**config.mk**
```make
export PLATFORM = sky130hd
export DESIGN_NAME = mvm_uart_ctrl
export DESIGN_NICKNAME = d
export VERILOG_FILES = /design/src/rtl/mvm_uart_ctrl.sv
export SDC_FILE = /design/constraint.sdc
export NUM_CORES = 1
export LEC_CHECK = 0
export ABC_CLOCK_PERIOD_IN_PS = 3100
export BUFFER_PORTS_ARGS = -buffer_cell sky130_fd_sc_hd__buf_2
export CORE_ASPECT_RATIO = 1.2
export CORE_UTILIZATION = 40
export DETAILED_ROUTE_END_ITERATION = 8
export GPL_ROUTABILITY_DRIVEN = 0
export PLACE_DENSITY = 0.66
export SLEW_MARGIN = 10
export SYNTH_ARGS = -nofsm -noshare
export SYNTH_HDL_FRONTEND = slang
export SYNTH_SLANG_ARGS = --single-unit
```
**constraint.sdc**
```tcl
create_clock -name clk -period 3.1 [get_ports clk]
set_clock_uncertainty 0.1 [all_clocks]
set_input_delay 0.31 -clock clk [delete_from_list [all_inputs] [get_ports clk]]
set_output_delay 0.31 -clock clk [all_outputs]
set_load 0.02 [all_outputs]
```
**src/rtl/mvm_uart_ctrl.sv**
```systemverilog
// mvm_uart_ctrl
//
// Sits between a byte-wide UART and a matrix-vector-multiply engine.
// Collects one {k,x} operand frame from the RX byte stream, presents it to
// the engine as a single wide word, waits for the row results, and streams
// them back out as sign-extended little-endian words on the TX byte stream.
// A frame that stalls mid-way for TIMEOUT cycles is dropped and flagged on
// err so the host can resynchronise by simply resending.

module mvm_uart_ctrl #(
    parameter  int R             = 4,
    parameter  int C             = 4,
    parameter  int W_X           = 8,
    parameter  int W_K           = 8,
    parameter  int W_Y_OUT       = 32,
    parameter  int BITS_PER_WORD = 8,
    parameter  int TIMEOUT       = 1024,
    localparam int W_Y           = W_X + W_K + $clog2(C),
    localparam int W_BUS_KX      = R*C*W_K + C*W_X,
    localparam int N_WORDS_KX    = W_BUS_KX / BITS_PER_WORD,
    localparam int N_WORDS_Y     = R*W_Y_OUT / BITS_PER_WORD
) (
    input  logic                     clk,
    input  logic                     rst,

    // byte stream from UART RX
    input  logic                     s_valid,
    input  logic [BITS_PER_WORD-1:0] s_data,
    output logic                     s_ready,

    // operand bus to the MVM engine, x in the LSBs
    output logic                     kx_valid,
    output logic [W_BUS_KX-1:0]      kx_data,
    input  logic                     kx_ready,

    // signed row results from the engine, row 0 in the LSBs
    input  logic                     y_valid,
    input  logic [R*W_Y-1:0]         y_data,
    output logic                     y_ready,

    // byte stream to UART TX
    output logic                     m_valid,
    output logic [BITS_PER_WORD-1:0] m_data,
    input  logic                     m_ready,

    output logic                     busy,
    output logic                     err
);

    localparam int RX_CNT_W = $clog2(N_WORDS_KX + 1);
    localparam int TX_CNT_W = $clog2(N_WORDS_Y + 1);
    localparam int TO_CNT_W = $clog2(TIMEOUT + 1);

    localparam logic [RX_CNT_W-1:0] RX_LAST = RX_CNT_W'(N_WORDS_KX - 1);
    localparam logic [TX_CNT_W-1:0] TX_LAST = TX_CNT_W'(N_WORDS_Y - 1);
    localparam logic [TO_CNT_W-1:0] TO_LAST = TO_CNT_W'(TIMEOUT - 1);

    localparam logic [1:0] ST_RX     = 2'd0;
    localparam logic [1:0] ST_REQ    = 2'd1;
    localparam logic [1:0] ST_WAIT_Y = 2'd2;
    localparam logic [1:0] ST_TX     = 2'd3;

    logic [1:0]              state;
    logic [RX_CNT_W-1:0]     rx_cnt;
    logic [TX_CNT_W-1:0]     tx_cnt;
    logic [TO_CNT_W-1:0]     to_cnt;
    logic [W_BUS_KX-1:0]     kx_buf;
    logic [R*W_Y_OUT-1:0]    tx_buf;

    logic                    s_fire;
    logic                    kx_fire;
    logic                    y_fire;
    logic                    m_fire;

    // s_ready depends on state only, so RX never sees a combinational path
    // from its own s_valid back into s_ready.
    always_comb begin
        s_ready = (state == ST_RX);
        busy    = !((state == ST_RX) && (rx_cnt == '0));
        kx_data = kx_buf;
        s_fire  = s_valid  && s_ready;
        kx_fire = kx_valid && kx_ready;
        y_fire  = y_valid  && y_ready;
        m_fire  = m_valid  && m_ready;
    end

    // Frame sequencing: counters, registered handshake flags and abort pulse.
    always_ff @(posedge clk) begin
        if (rst) begin
            state    <= ST_RX;
            rx_cnt   <= '0;
            tx_cnt   <= '0;
            to_cnt   <= '0;
            kx_valid <= 1'b0;
            y_ready  <= 1'b0;
            m_valid  <= 1'b0;
            err      <= 1'b0;
        end else begin
            err <= 1'b0;
            case (state)
                ST_RX: begin
                    // an accepted byte always beats the timeout on the same cycle
                    if (s_fire) begin
                        to_cnt <= '0;
                        if (rx_cnt == RX_LAST) begin
                            rx_cnt   <= '0;
                            state    <= ST_REQ;
                            kx_valid <= 1'b1;
                        end else begin
                            rx_cnt <= rx_cnt + 1'b1;
                        end
                    end else if (rx_cnt != '0) begin
                        if (to_cnt == TO_LAST) begin
                            rx_cnt <= '0;
                            to_cnt <= '0;
                            err    <= 1'b1;
                        end else begin
                            to_cnt <= to_cnt + 1'b1;
                        end
                    end
                end
                ST_REQ: begin
                    if (kx_fire) begin
                        kx_valid <= 1'b0;
                        y_ready  <= 1'b1;
                        state    <= ST_WAIT_Y;
                    end
                end
                ST_WAIT_Y: begin
                    if (y_fire) begin
                        y_ready <= 1'b0;
                        m_valid <= 1'b1;
                        state   <= ST_TX;
                    end
                end
                ST_TX: begin
                    if (m_fire) begin
                        if (tx_cnt == TX_LAST) begin
                            tx_cnt  <= '0;
                            m_valid <= 1'b0;
                            state   <= ST_RX;
                        end else begin
                            tx_cnt <= tx_cnt + 1'b1;
                        end
                    end
                end
                default: begin
                    state <= ST_RX;
                end
            endcase
        end
    end

    // Operand buffer: each accepted RX byte lands in slot rx_cnt.
    always_ff @(posedge clk) begin
        for (int unsigned i = 0; i < N_WORDS_KX; i++) begin
            if (s_fire && (rx_cnt == RX_CNT_W'(i))) begin
                kx_buf[i*BITS_PER_WORD +: BITS_PER_WORD] <= s_data;
            end
        end
    end

    // Result buffer: every row is sign-extended to the wire width on capture.
    always_ff @(posedge clk) begin
        if (y_fire) begin
            for (int unsigned r = 0; r < R; r++) begin
                tx_buf[r*W_Y_OUT +: W_Y_OUT] <= W_Y_OUT'($signed(y_data[r*W_Y +: W_Y]));
            end
        end
    end

    // TX byte select; tx_cnt only moves on a handshake so m_data holds under stall.
    always_comb begin
        m_data = '0;
        for (int unsigned i = 0; i < N_WORDS_Y; i++) begin
            if (tx_cnt == TX_CNT_W'(i)) begin
                m_data = tx_buf[i*BITS_PER_WORD +: BITS_PER_WORD];
            end
        end
    end

endmodule

```
* After elaboration in Yosys (flattened, before gate mapping) *
Index checks and enable logic that the tools add are counted.

storage, ports and cells
  input port bits = 86
  word-level logic and storage cells = 164
  bits in latches = 0
  bits in writable memories = 0
  bits in read-only memories = 0
  output and inout port bits = 174
  flip-flop bits (word level) = 301
  memories kept = 0

cells by class
  mux-type cells = 43
  shift operators = 0
  magnitude comparators = 0
  bitwise logic cells = 2
  add/sub/neg operators = 3
  multipliers = 0
  reductions and logical operators = 43
  divide/modulo/power cells = 0
  equality and inequality tests = 44

operators with widths
  kind                   number
  $mux 8                 16
  $eq 5x4->1 const B     16
  $eq 5x3->1 const B     8
  $mux 11                3
  $logic_and 1x1->1      25
  $mux 5                 5
  $eq 5x2->1 const B     4
  $eq 5x5->1 const B     4
  $mux 2                 6
  $add 11x1->11 const B  1
  $eq 11x10->1 const B   1
  $add 5x1->5 const B    2
  $eq 5x1->1 const B     2
  $logic_not 5->1        2
  $reduce_bool 2->1      5
  $mux 1                 9
  $ne 2x2->1 const B     4
  $pmux 2 s4             1
  $reduce_and 4->1       2
  $pmux 1 s2             3
  $reduce_and 3->1       2
  $reduce_and 6->1       1
  $reduce_bool 5->1      1
  $eq 2x2->1 const B     2
  other kinds (7)        10

* Longest topological paths before layout *
Gate-level depths: netlist (run 1).

  depth after elaboration = 17
  gate-level depth with buffers = 9
  depth with buffers taken out = 7

* Worst setup path before layout (run 1) *
OpenSTA, ideal clock, no wires.

  kind = register -> register
  start point = register y_ready
  end point = register tx_buf[0], enable pin
  setup slack = 0.575 ns
  library setup time = 0.426 ns
  period minus slack after synthesis = 2.525 ns
  arrival time = 1.999 ns
  stages on the path, launching flop included = 3
  required time = 2.574 ns
  path buffers = 0
  cells stage by stage = dfxtp_1 > nand2_1 > inv_1

on the way
  cells in the longest elaborated chain, start to end = 1

ends and longest elaborated chain
  what                           RTL line  source
  start, declared                39        output logic y_ready,
  start signal, assigned         95        y_ready <= 1'b0;
  start signal, assigned         125       y_ready <= 1'b1;
  start signal, assigned         131       y_ready <= 1'b0;
  $logic_and 1x1->1              83        y_fire = y_valid && y_ready;
  via y_fire                     72        logic y_fire;
  end signal, assigned by index  167       tx_buf[r*W_Y_OUT +: W_Y_OUT] <= W_Y_OUT'($signed(y_data[r*W_Y +: W_Y]));
  end, declared                  68        logic [R*W_Y_OUT-1:0] tx_buf;

The timed path passes the listed nets, and every way through them passes these cells.
A chain may end at the register's enable or synchronous reset.

* Final worst setup path (run 1) *
  start point = register tx_cnt[0]
  end point = output m_data[4]

on the way
  cells in the longest elaborated chain, start to end = 17
  elaborated cells on any way between the ends = 32
  classes of those cells = 15 x eq/ne; 16 x mux; 1 x reduce/logical

ends and longest elaborated chain
  what                    RTL line  source
  start, declared         65        logic [TX_CNT_W-1:0] tx_cnt;
  start signal, assigned  143       tx_cnt <= tx_cnt + 1'b1;
  $logic_not 5->1         176       if (tx_cnt == TX_CNT_W'(i)) begin
  $mux 8 (15 in series)   176
  $mux 8 *                176
  end, declared           43        output logic [BITS_PER_WORD-1:0] m_data,

Every way passes the cells marked *; elsewhere a longest branch is shown, timed or not.

==> impl_metrics.json, run 1 <==
{
  "synth-xor-area-share_pct": 0.913,
  "initial_core_util_pct": 41.1,
  "hold_viol": 0,
  "drive_above_1_share_pct": 35.6,
  "avgViaCountPerCell": 4.89,
  "p_leak_nw": 4.87,
  "setup_viol": 0,
  "cp_max_fo": 7,
  "crit_arrival_ns": 2.60,
  "cap_violations": 0,
  "hpwl_mm": 14.4,
  "crit_type": "reg2out",
  "synthMuxAreaShare_pct": 0.104,
  "final-seq-area_mm2": 0.00751,
  "clk_latency_ns": 0.52,
  "grt_overflow_total": 0,
  "clkTransAtPathRegs_ns": 0.07,
  "synthArstFlopShare_pct": 0,
  "numCtsBuffers": 26,
  "fin_area_mm2": 0.0131,
  "synth.top_cell.area_share_pct": 72.6,
  "status": "finished, final reports clean",
  "synth_top_family_by_area": "simple AND/OR/NAND/NOR gates",
  "htreeDepth": 1,
  "ys.flop_type": "edfxtp_1",
  "place_ws_ns": 0.290,
  "synth-edff-count": 232,
  "layout_setup_ws_ns": 0.0910,
  "drc": 0,
  "gr-usage-all-layers_pct": 17.9,
  "core_mm2": 0.0234,
  "min_period_ns": 3.01,
  "synth_adder_area_share_pct": 1.83,
  "routed_wl_mm": 22.8,
  "die_x_um": 143,
  "cts-root-buf": "clkbuf_16",
  "clockBufferDepth": 3,
  "p_per_area_mw_per_mm2": 562,
  "synth_fp_nets": 695,
  "tightestPinTransition_ns": 0.861,
  "endpoint_kind": "primary output",
  "peakVddDrop_uv": 613,
  "cts_sinks": 259,
  "syn_inst": 595,
  "synth.distinct_cells": 64,
  "synth-compound-area-share_pct": 6.85,
  "pin_count": 260,
  "ys_warn_count": 0,
  "grt_max_degree": 45,
  "yosysTopAreaCell": "edfxtp_1",
  "rsz0062_at_grt": "true",
  "finalSetupTns_ns": 0,
  "critPathRequiredTime_ns": 2.69,
  "rows": 61,
  "portBuffers": 259,
  "fin_nets": 1055,
  "area_growth_pct": 36.1,
  "slew_viol_final": 0,
  "drtIter0Drc": 343,
  "synth_area_leaders": "edfxtp_1 73%, dfxtp_1 5.6%, nor2_1 1.9%",
  "antenna_found_initial": 1,
  "hold_path.class": "in2reg",
  "synth-simple-area-share_pct": 10.4,
  "num_vias": 6322,
  "ys_seq_area_share_pct": 78.3,
  "multi_input_area_mm2": 0.00198,
  "start_kind": "register",
  "hold_ws_ns": 0.0278,
  "fillCellCount": 1845,
  "cts_tree": "done",
  "die_height_um": 172,
  "wl_per_cell_um": 17.7,
  "drtAntennaViolNets": 0,
  "die_area_mm2": 0.0246,
  "syn_area_mm2": 0.00959,
  "max_freq_mhz": 332,
  "fin_crit_sh_pct": 97.1,
  "synth_seq_cells": 259,
  "grt_pass1_wl_mm": 33.5,
  "grt_pass1_vias": 6175,
  "slew_headroom_pct": 42.4,
  "placed_cell_area_mm2": 0.0113,
  "firstDrtPassIters": 5,
  "avgSynthCellArea_um2": 16.1
}
power by group:
part	leakage, nW	internal [mW]	switching [mW]	total (mW)
clock network	0.434	1.94	1.31	3.25
logic	2.13	0.123	0.139	0.262
registers	2.31	3.82	0.00774	3.83
critical path: stages, from the launching register on:
cell and delay, ns:
dfxtp_4 0.38, inv_1 0.09, ha_1 0.22, or2_4 0.30, o311a_1 0.38, o22a_1 0.19
o21ai_1 0.13, o2111ai_1 0.17, buf_4 0.22
routing by layer:
layer / vias up / GRT usage, % / routed length, µm
li1: 3015 / - / -
met5: - / 0 / 0
met2: 325 / 32.4 / 11300
met3: 41 / 4.45 / 2050
met4: 0 / 4.90 / 431
met1: 2941 / 20.8 / 9070
final timing paths:
path,depth (start not counted),from,endpoint,slack [ns]
setup reg to reg,6,state[0],kx_data[46],0.74
setup / recovery,8,tx_cnt[0],m_data[4],0.09
hold reg to reg,2,to_cnt[10],to_cnt[10],0.34
hold / removal,2,rst,state[1],0.03
cells in the mapped netlist, drive strengths merged (3+ instances only):
library cell and count:
o22a 5, ha 14, and2 11, o21ai 14, nand3b 3, nor4 7
nand3 18, nand2 42, edfxtp 232, a211oi 4, o2111ai 7, nor2b 4
o22ai 11, a21oi 31, xnor2 4, o311a 6, clkbuf 6, xor2 6
nor2 49, nand2b 7, inv 13, dfxtp 27, and3 7, and3b 6
nor3 16, buf 12, o211ai 4
stage by stage:
stage	utilization (%)	power (mW)	std cells
detailed placement	48.3	4.09	1164
global route	55.9	7.57	1290
floorplan	-	3.96	595
finish	55.9	7.34	1292
CTS	55.5	7.39	1287
global placement	48.3	4.09	1164
registers in the layout, indices dropped and copies added, names as in the netlist:
register,cells
kx_valid,1
err,1
to_cnt,11
tx_buf,72
tx_cnt,5
m_valid,1
state,2
y_ready,1
kx_data,160
rx_cnt,5
cell type report:
class	count	area share [%]
flip-flops and latches	259	57.6
repair buffers	350	16.9
multi-input cells	305	15.2
clock buffers	29	5.23
well taps	315	3.02
clock inverters	19	1.70
inverters	13	0.374
diodes	2	0.0383
cells by family (layout without fill, tap and decap cells):
kind of cell,count (synthesis),after routing
other,0,2
AO/OA/AOI/OAI,96,96
AND/OR/NAND/NOR,184,184
adder cells (fa/ha/maj),14,14
buffers and inverters,31,411
flip-flops,259,259
XOR/XNOR,10,10
multiplexers,1,1
placed cells by master, fill, tap and decap left out, types with 4 or more instances in the layout:
cell type / instances
and2_1: 10
clkbuf_16: 27
nor4_1: 5
clkinv_4: 5
xnor2_1: 4
xor2_1: 6
edfxtp_1: 232
o2111ai_1: 7
nand2b_1: 7
nor2_1: 48
dlygate4sd3_1: 73
o22ai_1: 11
o21ai_1: 11
nand3_1: 17
buf_2: 254
o22a_1: 5
ha_1: 12
and3b_1: 6
a21oi_1: 31
buf_4: 18
dfxtp_1: 23
nor2b_1: 4
a211oi_1: 4
bufinv_16: 4
o211ai_1: 4
nor3_1: 14
o311a_1: 6
nand2_1: 42
inv_1: 11
and3_1: 7
timing repair:
action / in CTS / in global routing
setup buffers: 2 / 3
endpoints found under the setup margin: 8 / 8
endpoints found under the hold margin: 73 / 0
pin swaps: 2 / 2
resized for setup: 7 / 16
hold buffers: 73 / 0
No activity file was read; power rests on OpenSTA's default activity.
==> run 2, diff against run 1 <==
- BUFFER_PORTS_ARGS: -buffer_cell sky130_fd_sc_hd__buf_2 -> default
- DONT_BUFFER_PORTS: default -> 1
- PLACE_DENSITY: 0.66 -> 0.56
==> impl_metrics.json, run 2 (synthesized netlist as in run 1, its figures left out) <==
{
  "clk_latency_ns": 0.52,
  "layout_commonest_cell": "edfxtp_1",
  "crit_top_cell": "buf_4",
  "area_growth_pct": 22.8,
  "start_kind": "register",
  "routed_wl_mm": 21.6,
  "wl_per_cell_um": 20.7,
  "place_ws_ns": 0.332,
  "finalPower_mw": 6.94,
  "firstDrtPassIters": 5,
  "placed_cells": 907,
  "avgViaCountPerCell": 5.30,
  "largest_reg_flops": 160,
  "crit_start": "tx_cnt[0]",
  "fin_cells": 1044,
  "hold_ws_ns": 0.0778,
  "internal_power_mw": 5.57,
  "htreeDepth": 1,
  "drtAntennaViolNets": 0,
  "r2r-end": "kx_data[98]",
  "grtUsageMet1_pct": 17.6,
  "rows": 61,
  "cts_tree": "done",
  "endpoint_kind": "primary output",
  "clock_power_share_pct": 41.9,
  "reg2reg_depth": 6,
  "clockBufferDepth": 3,
  "grt_pass1_vias": 5644,
  "drtIter0Drc": 258,
  "hold_path.class": "in2reg",
  "setup.worst_path.end": "m_data[6]",
  "numCtsBuffers": 25,
  "portBuffers": 0,
  "min_period_ns": 2.99,
  "grt_pass1_wl_mm": 32.4,
  "pin_count": 260,
  "antenna_found_initial": 3,
  "tightestPinTransition_ns": 0.995,
  "die_height_um": 172,
  "path_cells": "inv_1, ha_1, buf_4, o21bai_1, buf_4, o311a_1, o22ai_1, a2111o_1, o2111ai_2",
  "max_freq_mhz": 335,
  "cp_slowest_cell": "a2111o_1",
  "crit_arrival_ns": 2.58,
  "die_x_um": 143,
  "cts_sinks": 259,
  "die_area_mm2": 0.0246,
  "hpwl_mm": 14.0,
  "slew_viol_final": 0,
  "p_switching_mw": 1.38,
  "slew_headroom_pct": 33.4,
  "crit_type": "reg2out",
  "status": "finished, final reports clean",
  "core_mm2": 0.0234,
  "gr-max-usage-layer": "met2",
  "cp_max_fo": 15,
  "p_leak_nw": 3.86,
  "mostFrequentLayoutCells": "232 x edfxtp_1, 85 x dlygate4sd3_1, 48 x nor2_1, 42 x nand2_1, 31 x a21oi_1",
  "num_vias": 5530,
  "hold_viol": 0,
  "initial_core_util_pct": 41.1,
  "drc": 0,
  "p_per_area_mw_per_mm2": 589,
  "fin_nets": 808,
  "slowest_delay_ns": 0.44,
  "clkTransAtPathRegs_ns": 0.06,
  "gr-usage-all-layers_pct": 17.3,
  "ff2ff_setup_slack_ns": 0.79,
  "grt_overflow_total": 0,
  "fin_crit_sh_pct": 96.4,
  "gr-usage-met3_pct": 5.15,
  "finalSetupTns_ns": 0,
  "setup_viol": 0,
  "peakVddDrop_uv": 480,
  "power_frac_seq_pct": 55.5,
  "grt_max_degree": 42,
  "drive_above_1_share_pct": 11.8,
  "cts-root-buf": "clkbuf_16",
  "p_sw_share_pct": 19.8,
  "timing.rr.start": "state[0]",
  "cap_violations": 0,
  "critPathRequiredTime_ns": 2.69,
  "grt_use_met2_pct": 33.2,
  "layout_setup_ws_ns": 0.111,
  "power_frac_comb_pct": 2.6
}
## run 2: how the worst min path moves through the flow
stage	startpoint	end	slack, ns	cells past startpoint
floorplan	s_data[0]	kx_data[0]	0.31	0
global placement	rst	state[0]	0.28	1
detailed placement	rst	tx_cnt[1]	0.29	1
CTS	kx_ready	y_ready	0.05	5
global route	m_ready	tx_cnt[3]	0.1	2
finish	kx_ready	y_ready	0.08	5
## run 2: layer usage
metal	up-vias	wire (µm)
met5	-	0
met2	306	11600
met1	2676	7550
met4	0	444
met3	38	1980
li1	2510	-
## run 2: final cells by class
type                            count  area [µm²]
Clock inverter                     16         148
Clock buffer                       29         641
Tap cell                          315         394
Multi-Input combinational cell    305        2030
Timing Repair Buffer              104        1010
Antenna cell                        3        7.51
Fill cell                        1931       11600
Inverter                           13        48.8
Sequential cell                   259        7510
## run 2: what timing repair did
item	in CTS	in global routing
pin swaps	2	5
buffers inserted	1	3
hold buffers	85	0
hold endpoints to repair	250	0
setup endpoints to repair	8	8
gates resized for setup	10	10
## run 2: power groups by stage
| stage | Combinational [mW] | Sequential (mW) | Clock (mW) |
|---|---|---|---|
| 2_1_floorplan | 0.0408 | 3.92 | 0 |
| 3_3_place_gp | 0.0525 | 3.93 | 0 |
| 3_5_place_dp | 0.0538 | 3.93 | 0 |
| 4_1_cts | 0.183 | 3.85 | 2.96 |
| 5_1_grt | 0.200 | 3.85 | 3.13 |
| 6_report | 0.183 | 3.85 | 2.91 |
## run 2: worst max-delay path, delay by kind of cell (launching register included)
kind | cells | cell delay (ns)
fa+ha+maj | 1 | 0.23
flops | 1 | 0.39
compound gates | 5 | 0.97
buf+inv | 3 | 0.48
## run 2: metrics by stage
stage	utilization, %	area [µm²]
floorplan	-	9590
global placement	42.8	10000
detailed placement	42.8	10000
CTS	50.1	11700
global route	50.4	11800
finish	50.4	11800
==> run 3, diff against run 2 <==
- ABC_CLOCK_PERIOD_IN_PS: 3100 -> 3400
- clock period: 3.1 -> 3.4 ns (I/O delays scaled with it)
==> impl_metrics.json, run 3 (synthesized netlist as in run 1, its figures left out) <==
{
  "area_growth_pct": 21.8,
  "status": "finished, final reports clean",
  "clk_latency_ns": 0.51,
  "endpoint_kind": "primary output",
  "peakVddDrop_uv": 440,
  "wl_met1_mm": 7.72,
  "clkTransAtPathRegs_ns": 0.06,
  "hpwl_mm": 13.9,
  "portBuffers": 0,
  "firstDrtPassIters": 4,
  "crit_type": "reg2out",
  "wl_met3_mm": 2.11,
  "die_height_um": 172,
  "antenna_found_initial": 1,
  "fin_cells": 1030,
  "max_freq_mhz": 313,
  "fillCellCount": 1937,
  "grt_overflow_total": 0,
  "ff2ff_setup_slack_ns": 0.88,
  "layout_commonest_cell": "edfxtp_1",
  "routed_wl_mm": 21.6,
  "htreeDepth": 1,
  "critPathRequiredTime_ns": 2.96,
  "die_area_mm2": 0.0246,
  "core_mm2": 0.0234,
  "grt_pass1_vias": 5529,
  "reg2reg_depth": 6,
  "min_period_ns": 3.20,
  "fin_nets": 798,
  "timing.rr.start": "state[0]",
  "hold_path.class": "in2reg",
  "layout_setup_ws_ns": 0.205,
  "numCtsBuffers": 25,
  "place_ws_ns": 0.442,
  "grt_max_degree": 73,
  "mostFrequentLayoutCells": "232 x edfxtp_1, 84 x dlygate4sd3_1, 49 x nor2_1, 42 x nand2_1, 31 x a21oi_1",
  "die_x_um": 143,
  "rows": 61,
  "drtIter0Drc": 361,
  "worstHoldStart": "kx_ready",
  "crit_arrival_ns": 2.76,
  "placed_cells": 902,
  "drive_above_1_share_pct": 10.8,
  "wl_per_cell_um": 21.0,
  "setup_viol": 0,
  "start_kind": "register",
  "cts_tree": "done",
  "multi_input_area_mm2": 0.00199,
  "cts_sinks": 259,
  "cts-root-buf": "clkbuf_16",
  "slew_headroom_pct": 36.7,
  "finalSetupTns_ns": 0,
  "rsz0062_at_grt": "false",
  "cts_setup_buffers": 0,
  "drc": 0,
  "hold_depth": 4,
  "r2r-end": "kx_data[64]",
  "fin_crit_sh_pct": 94.0,
  "num_vias": 5535,
  "p_leak_nw": 3.81,
  "final-seq-area_mm2": 0.00751,
  "slew_viol_final": 0,
  "p_per_area_mw_per_mm2": 549,
  "tightestPinTransition_ns": 0.946,
  "avgViaCountPerCell": 5.37,
  "gr-usage-all-layers_pct": 17.1,
  "hold_end": "y_ready",
  "largest_reg_flops": 160,
  "pin_count": 260,
  "clockBufferDepth": 3,
  "hold_viol": 0,
  "met2WireLength_mm": 11.3,
  "cp_max_fo": 21,
  "top_layer_used": "met4",
  "hold_ws_ns": 0.0276,
  "drtAntennaViolNets": 0,
  "initial_core_util_pct": 41.1,
  "cap_violations": 0,
  "grt_pass1_wl_mm": 32.1
}
run 3: cell count changes in the layout (fill, tap and decap cells not counted), moves of 2 or more:
cell      delta
buf_4        -8
clkinv_1     -4
clkinv_2     +2
diode_2      -2
ha_1         -2
ha_2         +4
ha_4         -2
run 3: how the worst max path moves through the flow:
stage              start        end  slack (ns)
2_1_floorplan    y_ready  tx_buf[0]        0.88
3_3_place_gp   tx_cnt[0]  m_data[7]        0.59
3_5_place_dp   tx_cnt[0]  m_data[4]        0.44
4_1_cts        tx_cnt[0]  m_data[2]        0.02
5_1_grt        tx_cnt[1]  m_data[1]        0.01
6_report       tx_cnt[1]  m_data[3]        0.20
run 3: layout make-up:
class	instances	share of cell area (%)
clock inverters	15	1.47
repair buffers	94	7.95
multi-input cells	305	17.0
flip-flops and latches	259	64.3
clock buffers	28	5.45
inverters	13	0.418
diodes	1	0.0214
well taps	315	3.38
run 3: routing by layer:
| layer | vias up | global-route usage (%) |
|---|---|---|
| li1 | 2488 | - |
| met1 | 2677 | 18.4 |
| met2 | 328 | 32.2 |
| met3 | 42 | 5.09 |
| met4 | 0 | 5.13 |
| met5 | - | 0 |
run 3: per-stage QoR:
| step | power, mW | area, µm² | utilization [%] |
|---|---|---|---|
| floorplan | 3.61 | 9590 | - |
| global route | 6.61 | 11700 | 50.0 |
| finish | 6.41 | 11700 | 50.0 |
| CTS | 6.46 | 11700 | 49.9 |
| global placement | 3.63 | 9970 | 42.7 |
| detailed placement | 3.63 | 9970 | 42.7 |
run 3: power breakdown:
group	internal, mW	switching (mW)	leakage (nW)
Combinational	0.0775	0.0896	1.11
Clock	1.58	1.15	0.391
Sequential	3.48	0.0272	2.31
Total	5.15	1.26	3.81
run 3: timing repair:
item                                   CTS  global route
hold buffers                            84             0
gates resized for setup                  8             6
setup endpoints to repair                7             8
endpoints found under the hold margin  250             0
run 3: worst max-delay path, stage by stage, from the launching register on:
cell	delay, ns
dfxtp_1	0.36
inv_1	0.11
ha_2	0.39
or4b_1	0.63
o22a_1	0.27
o21ai_1	0.20
o2111ai_2	0.27
